File: src/rtl/fetch_pkg.sv
// Shared types and default widths for the fetch sequencer.
// The optional performance counters in fetch_unit are enabled by FETCH_PERF_CNT_EN.
package fetch_pkg;

   typedef enum logic [1:0] {
      IDLE = 2'd0,
      RUN  = 2'd1,
      HALT = 2'd2
   } fetch_state_t;

   localparam int FETCH_PC_W   = 10;
   localparam int FETCH_LUT_AW = 5;

endpackage

File: src/rtl/fetch_tgt_lut.sv
// Branch/jump target table: one synchronous write port, one asynchronous read port.
// A same-index write and read in one cycle returns the old entry.
module fetch_tgt_lut #(
   parameter int AW = 5,
   parameter int DW = 10
) (
   input  logic          clk,
   input  logic          rst_n,
   input  logic          we,
   input  logic [AW-1:0] waddr,
   input  logic [DW-1:0] wdata,
   input  logic [AW-1:0] raddr,
   output logic [DW-1:0] rdata
);

   localparam int DEPTH = 1 << AW;

   logic [DW-1:0] mem [DEPTH];

   always_ff @(posedge clk or negedge rst_n) begin
      if (!rst_n) begin
         for (int i = 0; i < DEPTH; i++) begin
            mem[i] <= '0;
         end
      end else if (we) begin
         mem[waddr] <= wdata;
      end
   end

   assign rdata = mem[raddr];

endmodule

File: src/rtl/fetch_unit.sv
// Program-counter / instruction-fetch sequencer with IDLE/RUN/HALT handshake.
// Define FETCH_PERF_CNT_EN to add the CycCnt / TakenCnt performance counters.
module fetch_unit
   import fetch_pkg::*;
#(
   parameter int PC_W   = FETCH_PC_W,
   parameter int LUT_AW = FETCH_LUT_AW
) (
   input  logic              Clk,
   input  logic              Reset_n,
   input  logic              Start,
   input  logic [PC_W-1:0]   StartAddr,
   input  logic              Halt,
   input  logic              Jump,
   input  logic              BranchEn,
   input  logic              Zero,
   input  logic [LUT_AW-1:0] TgtIdx,
   input  logic              TgtWe,
   input  logic [LUT_AW-1:0] TgtAddr,
   input  logic [PC_W-1:0]   TgtData,
   output logic [PC_W-1:0]   ProgCtr,
   output logic              Busy,
   output logic              Done
`ifdef FETCH_PERF_CNT_EN
   ,
   output logic [15:0]       CycCnt,
   output logic [15:0]       TakenCnt
`endif
);

   fetch_state_t    state_q;
   fetch_state_t    state_nxt;
   logic [PC_W-1:0] pc_nxt;
   logic [PC_W-1:0] tgt;
   logic            redirect;
   logic            busy_nxt;
   logic            done_nxt;

   fetch_tgt_lut #(
      .AW (LUT_AW),
      .DW (PC_W)
   ) u_lut (
      .clk   (Clk),
      .rst_n (Reset_n),
      .we    (TgtWe),
      .waddr (TgtAddr),
      .wdata (TgtData),
      .raddr (TgtIdx),
      .rdata (tgt)
   );

   // Jump outranks branch; both share the table lookup.
   assign redirect = Jump || (BranchEn && Zero);

   always_comb begin
      state_nxt = state_q;
      pc_nxt    = ProgCtr;
      case (state_q)
         IDLE, HALT: begin
            if (Start) begin
               pc_nxt    = StartAddr;
               state_nxt = RUN;
            end
         end
         RUN: begin
            if (Halt) begin
               state_nxt = HALT;
            end else if (redirect) begin
               pc_nxt = tgt;
            end else begin
               pc_nxt = ProgCtr + PC_W'(1);
            end
         end
         default: state_nxt = IDLE;
      endcase
      busy_nxt = (state_nxt == RUN);
      done_nxt = (state_nxt == HALT);
   end

   always_ff @(posedge Clk or negedge Reset_n) begin
      if (!Reset_n) begin
         state_q <= IDLE;
         ProgCtr <= '0;
         Busy    <= 1'b0;
         Done    <= 1'b0;
      end else begin
         state_q <= state_nxt;
         ProgCtr <= pc_nxt;
         Busy    <= busy_nxt;
         Done    <= done_nxt;
      end
   end

`ifdef FETCH_PERF_CNT_EN
   logic start_acc;
   logic taken;

   assign start_acc = Start && (state_q != RUN);
   assign taken     = (state_q == RUN) && !Halt && redirect;

   always_ff @(posedge Clk or negedge Reset_n) begin
      if (!Reset_n) begin
         CycCnt   <= '0;
         TakenCnt <= '0;
      end else if (start_acc) begin
         CycCnt   <= '0;
         TakenCnt <= '0;
      end else begin
         if ((state_q == RUN) && (CycCnt != 16'hFFFF)) begin
            CycCnt <= CycCnt + 16'd1;
         end
         if (taken && (TakenCnt != 16'hFFFF)) begin
            TakenCnt <= TakenCnt + 16'd1;
         end
      end
   end
`endif

endmodule

File: config.mk
export PLATFORM = sky130hd
export DESIGN_NAME = fetch_unit
export DESIGN_NICKNAME = d
export VERILOG_FILES = /design/src/rtl/fetch_pkg.sv /design/src/rtl/fetch_tgt_lut.sv /design/src/rtl/fetch_unit.sv
export SDC_FILE = /design/constraint.sdc
export NUM_CORES = 1
export LEC_CHECK = 0
export CAP_MARGIN = 5
export CELL_PAD_IN_SITES_DETAIL_PLACEMENT = 2
export CELL_PAD_IN_SITES_GLOBAL_PLACEMENT = 2
export CORE_MARGIN = 8
export CORE_UTILIZATION = 35
export DETAILED_ROUTE_END_ITERATION = 8
export PLACE_DENSITY = 0.76
export RECOVER_POWER = 25
export SKIP_LAST_GASP = 1
export SLEW_MARGIN = 10
export SYNTH_ARGS = -nofsm -noshare
export SYNTH_HDL_FRONTEND = slang
export SYNTH_SLANG_ARGS = --single-unit
File: constraint.sdc
create_clock -name Clk -period 2 [get_ports Clk]
set_clock_uncertainty 0.15 [all_clocks]
set_input_delay 0.4 -clock Clk [delete_from_list [all_inputs] [get_ports Clk]]
set_output_delay 0.4 -clock Clk [all_outputs]
set_load 0.02 [all_outputs]
==> impl_metrics.yaml, run 1 <==
outcome:
  run_status: "complete, but fails checks"
  violations: "negative setup slack"
logic_synthesis:
  async_flop_share_pct: 100
  synth_top_flop_cell: "dfrtp_1"
  synth_commonest_cells: "dfrtp_1, mux2_2, mux2i_1"
  synthTopCellsByArea: "dfrtp_1, mux2_2, mux4_2, mux2i_1, clkbuf_1"
  syn_inst: 1092
  syn_area_um2: 15700
  synth_warnings: 0
  synth_area_per_cell_um2: 14.4
  yosysTopAreaCellShare_pct: 53.1
  synth_area_leader_cell: "dfrtp_1"
  synth-seq-area-share_pct: 53.1
  synth_enable_flop_cells: 0
  post-synth-top-count-cell: "dfrtp_1"
  syn_nets: 1131
  yosysUniqueCellTypes: 59
  ys_ff_latch: 334
floorplan:
  io_pins: 50
  die_h_um: 228
  coreArea_um2: 44300
  rows: 77
  initial_core_util_pct: 35.5
  die_w_um: 228
  die_area_um2: 52000
global_route:
  antenna_found_initial: 0
  grt_first_pass_wirelength_um: 83700
  grt_pass1_vias: 12400
  grt_max_degree: 79
  grt_usage_pct: 21.0
  grt.overflow.total: 0
finish:
  fillers: 4250
  drive_above_1_share_pct: 48.7
  area_growth_pct: 24.9
  stdcell_count: 1907
  regArea_um2: 8360
  nets: 1323
  multi_input_area_um2: 7030
  antenna_cells: 0
sta:
  fin_ws_ps: -11.2
  whs_ps: 314
  worst_pin_slew_ps: 789
  finalSetupViolations: 1
  fmax_mhz: 497
  slew_headroom_pct: 47.4
  hold_viol: 0
  min_period_ps: 2010
  maxSlewViolCount: 0
  finalCritPeriodShare_pct: 101
detailed_routing:
  drt_iter0_drc: 640
  drc: 0
  vias_per_cell: 5.56
  drtAntennaViolNets: 0
  routed_wl_um: 54900
  wl_per_cell_um: 28.8
  vias: 10600
  dr.pass1.iters: 4
hold_path:
  holdCritPathClass: "in2async"
clock_tree:
  cts-root-buf: "clkbuf_16"
  htreeDepth: 2
  cts_buffers: 40
  clkSinkCount: 334
  cts_tree: "done"
  clock_latency_ps: 570
  clkTransAtPathRegs_ps: 60
  clock_path_buffers: 3
critical_path:
  worstSetupPathType: "reg2reg"
  r2r_start: "ProgCtr[0]"
  worstSetupStartpointType: "register"
  worst-path-max-fanout: 6
  critPathArrivalTime_ps: 2350
  required_ps: 2340
  setup.worst_path.end_class: "register"
  crit_start: "ProgCtr[0]"
placement:
  gp_congestion: 0.836
  dp_hpwl_um: 35800
  placed_cells: 1832
  pre_cts_ws_ps: -674
  io_buffers: 49
pwr:
  p_leak_nw: 8.87
  p_total_mw: 20.7
  pwr_density_cell_nw_per_um2: 1050
  max-vdd-ir-drop_v: 0.000529
run:
  drv_cap: 0
-- flip-flops by register name, summed over array words and instances (netlist names) --
register	count
state_q	2
ProgCtr	10
Done	1
u_lut.mem	320
Busy	1
-- final timing paths --
path / endpoint / slack, ps / cells after the start
max: ProgCtr[7] / -10 / 5
min: u_lut.mem[304] / 310 / 2
min in group Clk: u_lut.mem[26] / 350 / 1
max reg2reg: ProgCtr[7] / -10 / 5
min reg2reg: u_lut.mem[26] / 350 / 1
max in group asynchronous: u_lut.mem[49] / 160 / 3
-- critical path, stage by stage (launching register included) --
cell and delay (ps):
dfrtp_1 490, and4_1 300, nand4_1 150, xor2_1 170, o21ai_0 480, a32o_1 210
-- placed cells by master (no fill, tap or decap), types with 5 or more instances in the layout --
master             n
a21oi_1           19
clkinv_2           8
o211ai_1           6
dlygate4sd2_1     11
clkbuf_16         41
inv_1              5
clkbuf_1          11
mux2_2           320
clkbuf_8          10
o2bb2ai_1          5
dfrtp_2            5
nand2_1           41
dfrtp_1          329
clkdlybuf4s50_1   32
a22o_1             6
a22oi_1           17
mux2i_1           74
nor2_1            13
nor2b_1           14
o31ai_1            7
nand3_1           11
a211oi_1           5
nor2_2            16
buf_12            36
nor3b_1            8
mux4_2            48
buf_4            132
o21ai_0            7
-- power by group --
group / internal [mW] / leakage [nW] / total, mW / switching, mW
logic: 2.21 / 3.98 / 4.30 / 2.09
registers: 8.13 / 4.25 / 9.12 / 0.987
clock network: 4.28 / 0.645 / 7.25 / 2.98
total: 14.6 / 8.87 / 20.7 / 6.06
-- cell families (layout without fill, tap and decap cells) --
family	count (synthesis)	in the layout	synth area share [%]
flip-flops	334	334	53.1
adder cells (fa/ha/maj)	1	1	0.0795
AO/OA/AOI/OAI	98	98	4.53
XOR/XNOR	5	5	0.278
buffers and inverters	75	298	2.42
multiplexers	447	447	35.1
AND/OR/NAND/NOR	132	132	4.49
-- through the flow --
| stage | TNS (ps) | area (um^2) | util, % |
|---|---|---|---|
| finish | -11.2 | 19700 | 44.3 |
| global route | -70.8 | 19700 | 44.3 |
| CTS | 0 | 19700 | 44.4 |
| detailed placement | -112550 | 18300 | 41.4 |
| global placement | -100190 | 18300 | 41.4 |
| floorplan | -898 | 15700 | - |
-- routing by layer --
| layer | up-vias | track usage, % | share of wire, % |
|---|---|---|---|
| met5 | - | 0 | 0 |
| met4 | 0 | 9.22 | 4.0 |
| met3 | 105 | 3.97 | 4.6 |
| met2 | 303 | 34.9 | 49 |
| met1 | 5750 | 26.3 | 43 |
| li1 | 4449 | - | - |
-- final cells by class --
type	instances	area share, %
clock buffers	62	6.13
clock inverters	11	0.446
inverters	5	0.0955
multi-input cells	683	35.7
flip-flops and latches	334	42.6
well taps	592	3.77
repair buffers	220	11.3
-- timing repair --
item                                    4_1_cts  5_1_grt
setup buffers                                 0        1
hold buffers                                  1        0
endpoints found under the setup margin       55        8
gates resized for setup                      24        8
pin swaps                                     0        3
hold endpoints to repair                    334        0
gates cloned                                  0        0
Note: power is estimated with default switching activity, not from simulation.
==> inputs of run 2 (changes only) <==
--- a/config.mk
+++ b/config.mk
@@ -5,13 +5,14 @@
 export SDC_FILE = /design/constraint.sdc
 export NUM_CORES = 1
 export LEC_CHECK = 0
+export ABC_AREA = 1
 export CAP_MARGIN = 5
 export CELL_PAD_IN_SITES_DETAIL_PLACEMENT = 2
 export CELL_PAD_IN_SITES_GLOBAL_PLACEMENT = 2
 export CORE_MARGIN = 8
 export CORE_UTILIZATION = 35
 export DETAILED_ROUTE_END_ITERATION = 8
-export PLACE_DENSITY = 0.76
+export PLACE_DENSITY = 0.88
 export RECOVER_POWER = 25
 export SKIP_LAST_GASP = 1
 export SLEW_MARGIN = 10
==> impl_metrics.yaml, run 2 <==
placement:
  io_buffers: 49
  pre_cts_ws_ps: -726
  dp_hpwl_um: 41800
  placed_cells: 2617
  gp_congestion: 0.838
logic_synthesis:
  yosysTopAreaCellShare_pct: 53.4
  async_flop_share_pct: 100
  synth_warnings: 0
  synth_top_flop_cell: "dfrtp_1"
  synth_area_per_cell_um2: 7.78
  syn_area_um2: 15700
  syn_nets: 2052
  synth_area_leader_cell: "dfrtp_1"
  post-synth-top-count-cell: "nand2_1"
  synth_commonest_cells: "nand2_1, dfrtp_1, nand3_1"
  ys_ff_latch: 334
  yosysUniqueCellTypes: 27
  syn_inst: 2013
  synthTopCellsByArea: "dfrtp_1, nand2_1, nand3_1, o21ai_0, clkbuf_1"
  synth-seq-area-share_pct: 53.4
  synth_enable_flop_cells: 0
floorplan:
  die_area_um2: 51800
  die_h_um: 228
  io_pins: 50
  die_w_um: 228
  coreArea_um2: 44200
  initial_core_util_pct: 35.4
  rows: 77
sta:
  fin_ws_ps: -6.47
  min_period_ps: 2010
  finalSetupViolations: 1
  hold_viol: 0
  slew_headroom_pct: 42.0
  worst_pin_slew_ps: 871
  finalCritPeriodShare_pct: 100
  maxSlewViolCount: 0
  rsz0062_at_grt: "yes"
  fin_tns_setup_ps: -6.47
  fmax_mhz: 498
critical_path:
  critPathBufInv: 4
  worst-path-max-fanout: 20
  r2r_cells: 10
  setup.worst_path.end_class: "register"
  worstSetupPathType: "in2reg"
  cpMaxStageDelayCell: "clkdlybuf4s50_1"
  crit_cells: 8
  worstSetupStartpointType: "input pin"
  crit_path_cell_trace: "clkdlybuf4s50_1 -> inv_2 -> nor3_4 -> inv_2 -> nor2_1 -> buf_6 -> nor2_1 -> a21oi_1"
  worst_path_largest_cell_delay_ps: 560
  critPathTopFamily: "buffers and inverters"
  critPathArrivalTime_ps: 2310
  required_ps: 2300
clock_tree:
  clkTransAtPathRegs_ps: 60
  cts-root-buf: "clkbuf_16"
  cts_tree: "done"
  clock_latency_ps: 580
  clkSinkCount: 334
  clock_path_buffers: 3
  htreeDepth: 2
  cts_buffers: 40
pwr:
  p_leak_nw: 8.96
  max-vdd-ir-drop_v: 0.000683
  pwr_density_cell_nw_per_um2: 1100
global_route:
  grt_first_pass_wirelength_um: 114000
  grt_max_degree: 73
  antenna_found_initial: 1
  grt_usage_pct: 28.7
  grt.overflow.total: 0
  grt_pass1_vias: 18200
finish:
  layout_common_cells: "nand2_1, dfrtp_1, nand3_1"
  stdcell_count: 2687
  final_common_cell: "nand2_1"
  antenna_cells: 0
  largest_reg_flops: 320
  fillers: 4819
  drive_above_1_share_pct: 10.0
  area_growth_pct: 21.8
  largest_register: "u_lut.mem"
  top_regs: "u_lut.mem: 320 flops, ProgCtr: 10 flops, state_q: 2 flops"
  nets: 2108
run:
  drv_cap: 0
detailed_routing:
  routed_wl_um: 73300
  wl_per_cell_um: 27.3
  drc: 0
  dr.pass1.iters: 5
  drtAntennaViolNets: 0
  vias: 15700
  vias_per_cell: 5.86
  drt_iter0_drc: 1256
outcome:
  violations: "negative setup slack"
  run_status: "complete, but fails checks"
hold_path:
  holdCritPathClass: "in2reg"
  hold_depth: 3
[run 2: cell count changes after synthesis, moves of 37 or more]
cell | before | now
o21ai_0 | 8 | 242
nand3_1 | 11 | 265
clkbuf_1 | 42 | 104
mux4_2 | 47 | 0
a21oi_1 | 20 | 57
mux2_2 | 321 | 0
nand2_1 | 41 | 772
nor2_1 | 13 | 82
mux2i_1 | 74 | 0
[run 2: cell type report]
type                            count  area (um^2)  share of cell area, %
Clock buffer                       62         1180                   6.21
Clock inverter                      6         83.8                  0.439
Inverter                           41          156                  0.820
Multi-Input combinational cell   1473         6400                   33.5
Sequential cell                   334         8360                   43.8
Tap cell                          592          741                   3.88
Timing Repair Buffer              179         2150                   11.3
[run 2: worst paths after layout]
kind,from,endpoint,slack (ps)
setup reg to reg,u_lut.mem[105],ProgCtr[5],50
setup / recovery,TgtAddr[0],u_lut.mem[108],-6
max in group asynchronous,Reset_n,ProgCtr[7],220
hold reg to reg,u_lut.mem[39],u_lut.mem[39],340
min in group asynchronous,Reset_n,u_lut.mem[87],350
hold / removal,Start,Busy,330
[run 2: what timing repair did]
action	4_1_cts	5_1_grt
hold buffers	1	0
resized for setup	15	13
endpoints found under the hold margin	33	0
setup endpoints to repair	26	15
buffers inserted	0	1
gates cloned	0	0
pin swaps	0	2
[run 2: cells by family (layout without fill, tap and decap cells)]
logic type | after synthesis | count (layout) | synth area share (%)
XOR/XNOR | 2 | 2 | 0.112
flip-flops | 334 | 334 | 53.4
AND/OR/NAND/NOR | 1136 | 1136 | 29.8
buffers and inverters | 206 | 288 | 5.93
adder cells (fa/ha/maj) | 1 | 1 | 0.0799
AO/OA/AOI/OAI | 334 | 334 | 10.7
[run 2: per-stage QoR]
stage / utilization, % / area, um^2 / hold slack [ps] / total power, mW
after floorplan: - / 15700 / -45.6 / 11.2
after global placement: 40.4 / 17900 / 224 / 12.6
after detailed placement: 40.4 / 17900 / 222 / 13.2
after CTS: 43.3 / 19100 / 223 / 21.1
after global routing: 43.1 / 19100 / 358 / 21.9
final: 43.1 / 19100 / 335 / 21.1
[run 2: worst min-delay path, cell delays in order]
cell and delay (ps):
clkdlybuf4s50_1 400, inv_1 110, o22ai_1 90
[run 2: layer usage]
layer	track usage [%]	wire [um]	vias up
met5	0	0	-
met4	17.5	4670	0
met3	4.83	3430	283
met2	50.7	37500	558
met1	32.2	27600	8274
li1	-	-	6630
[run 2: power by group]
part           internal [mW]  switching, mW  leakage [nW]
Sequential              8.13           1.12          4.27
Combinational           1.49           2.88          4.07
Clock                   4.31           3.13         0.622
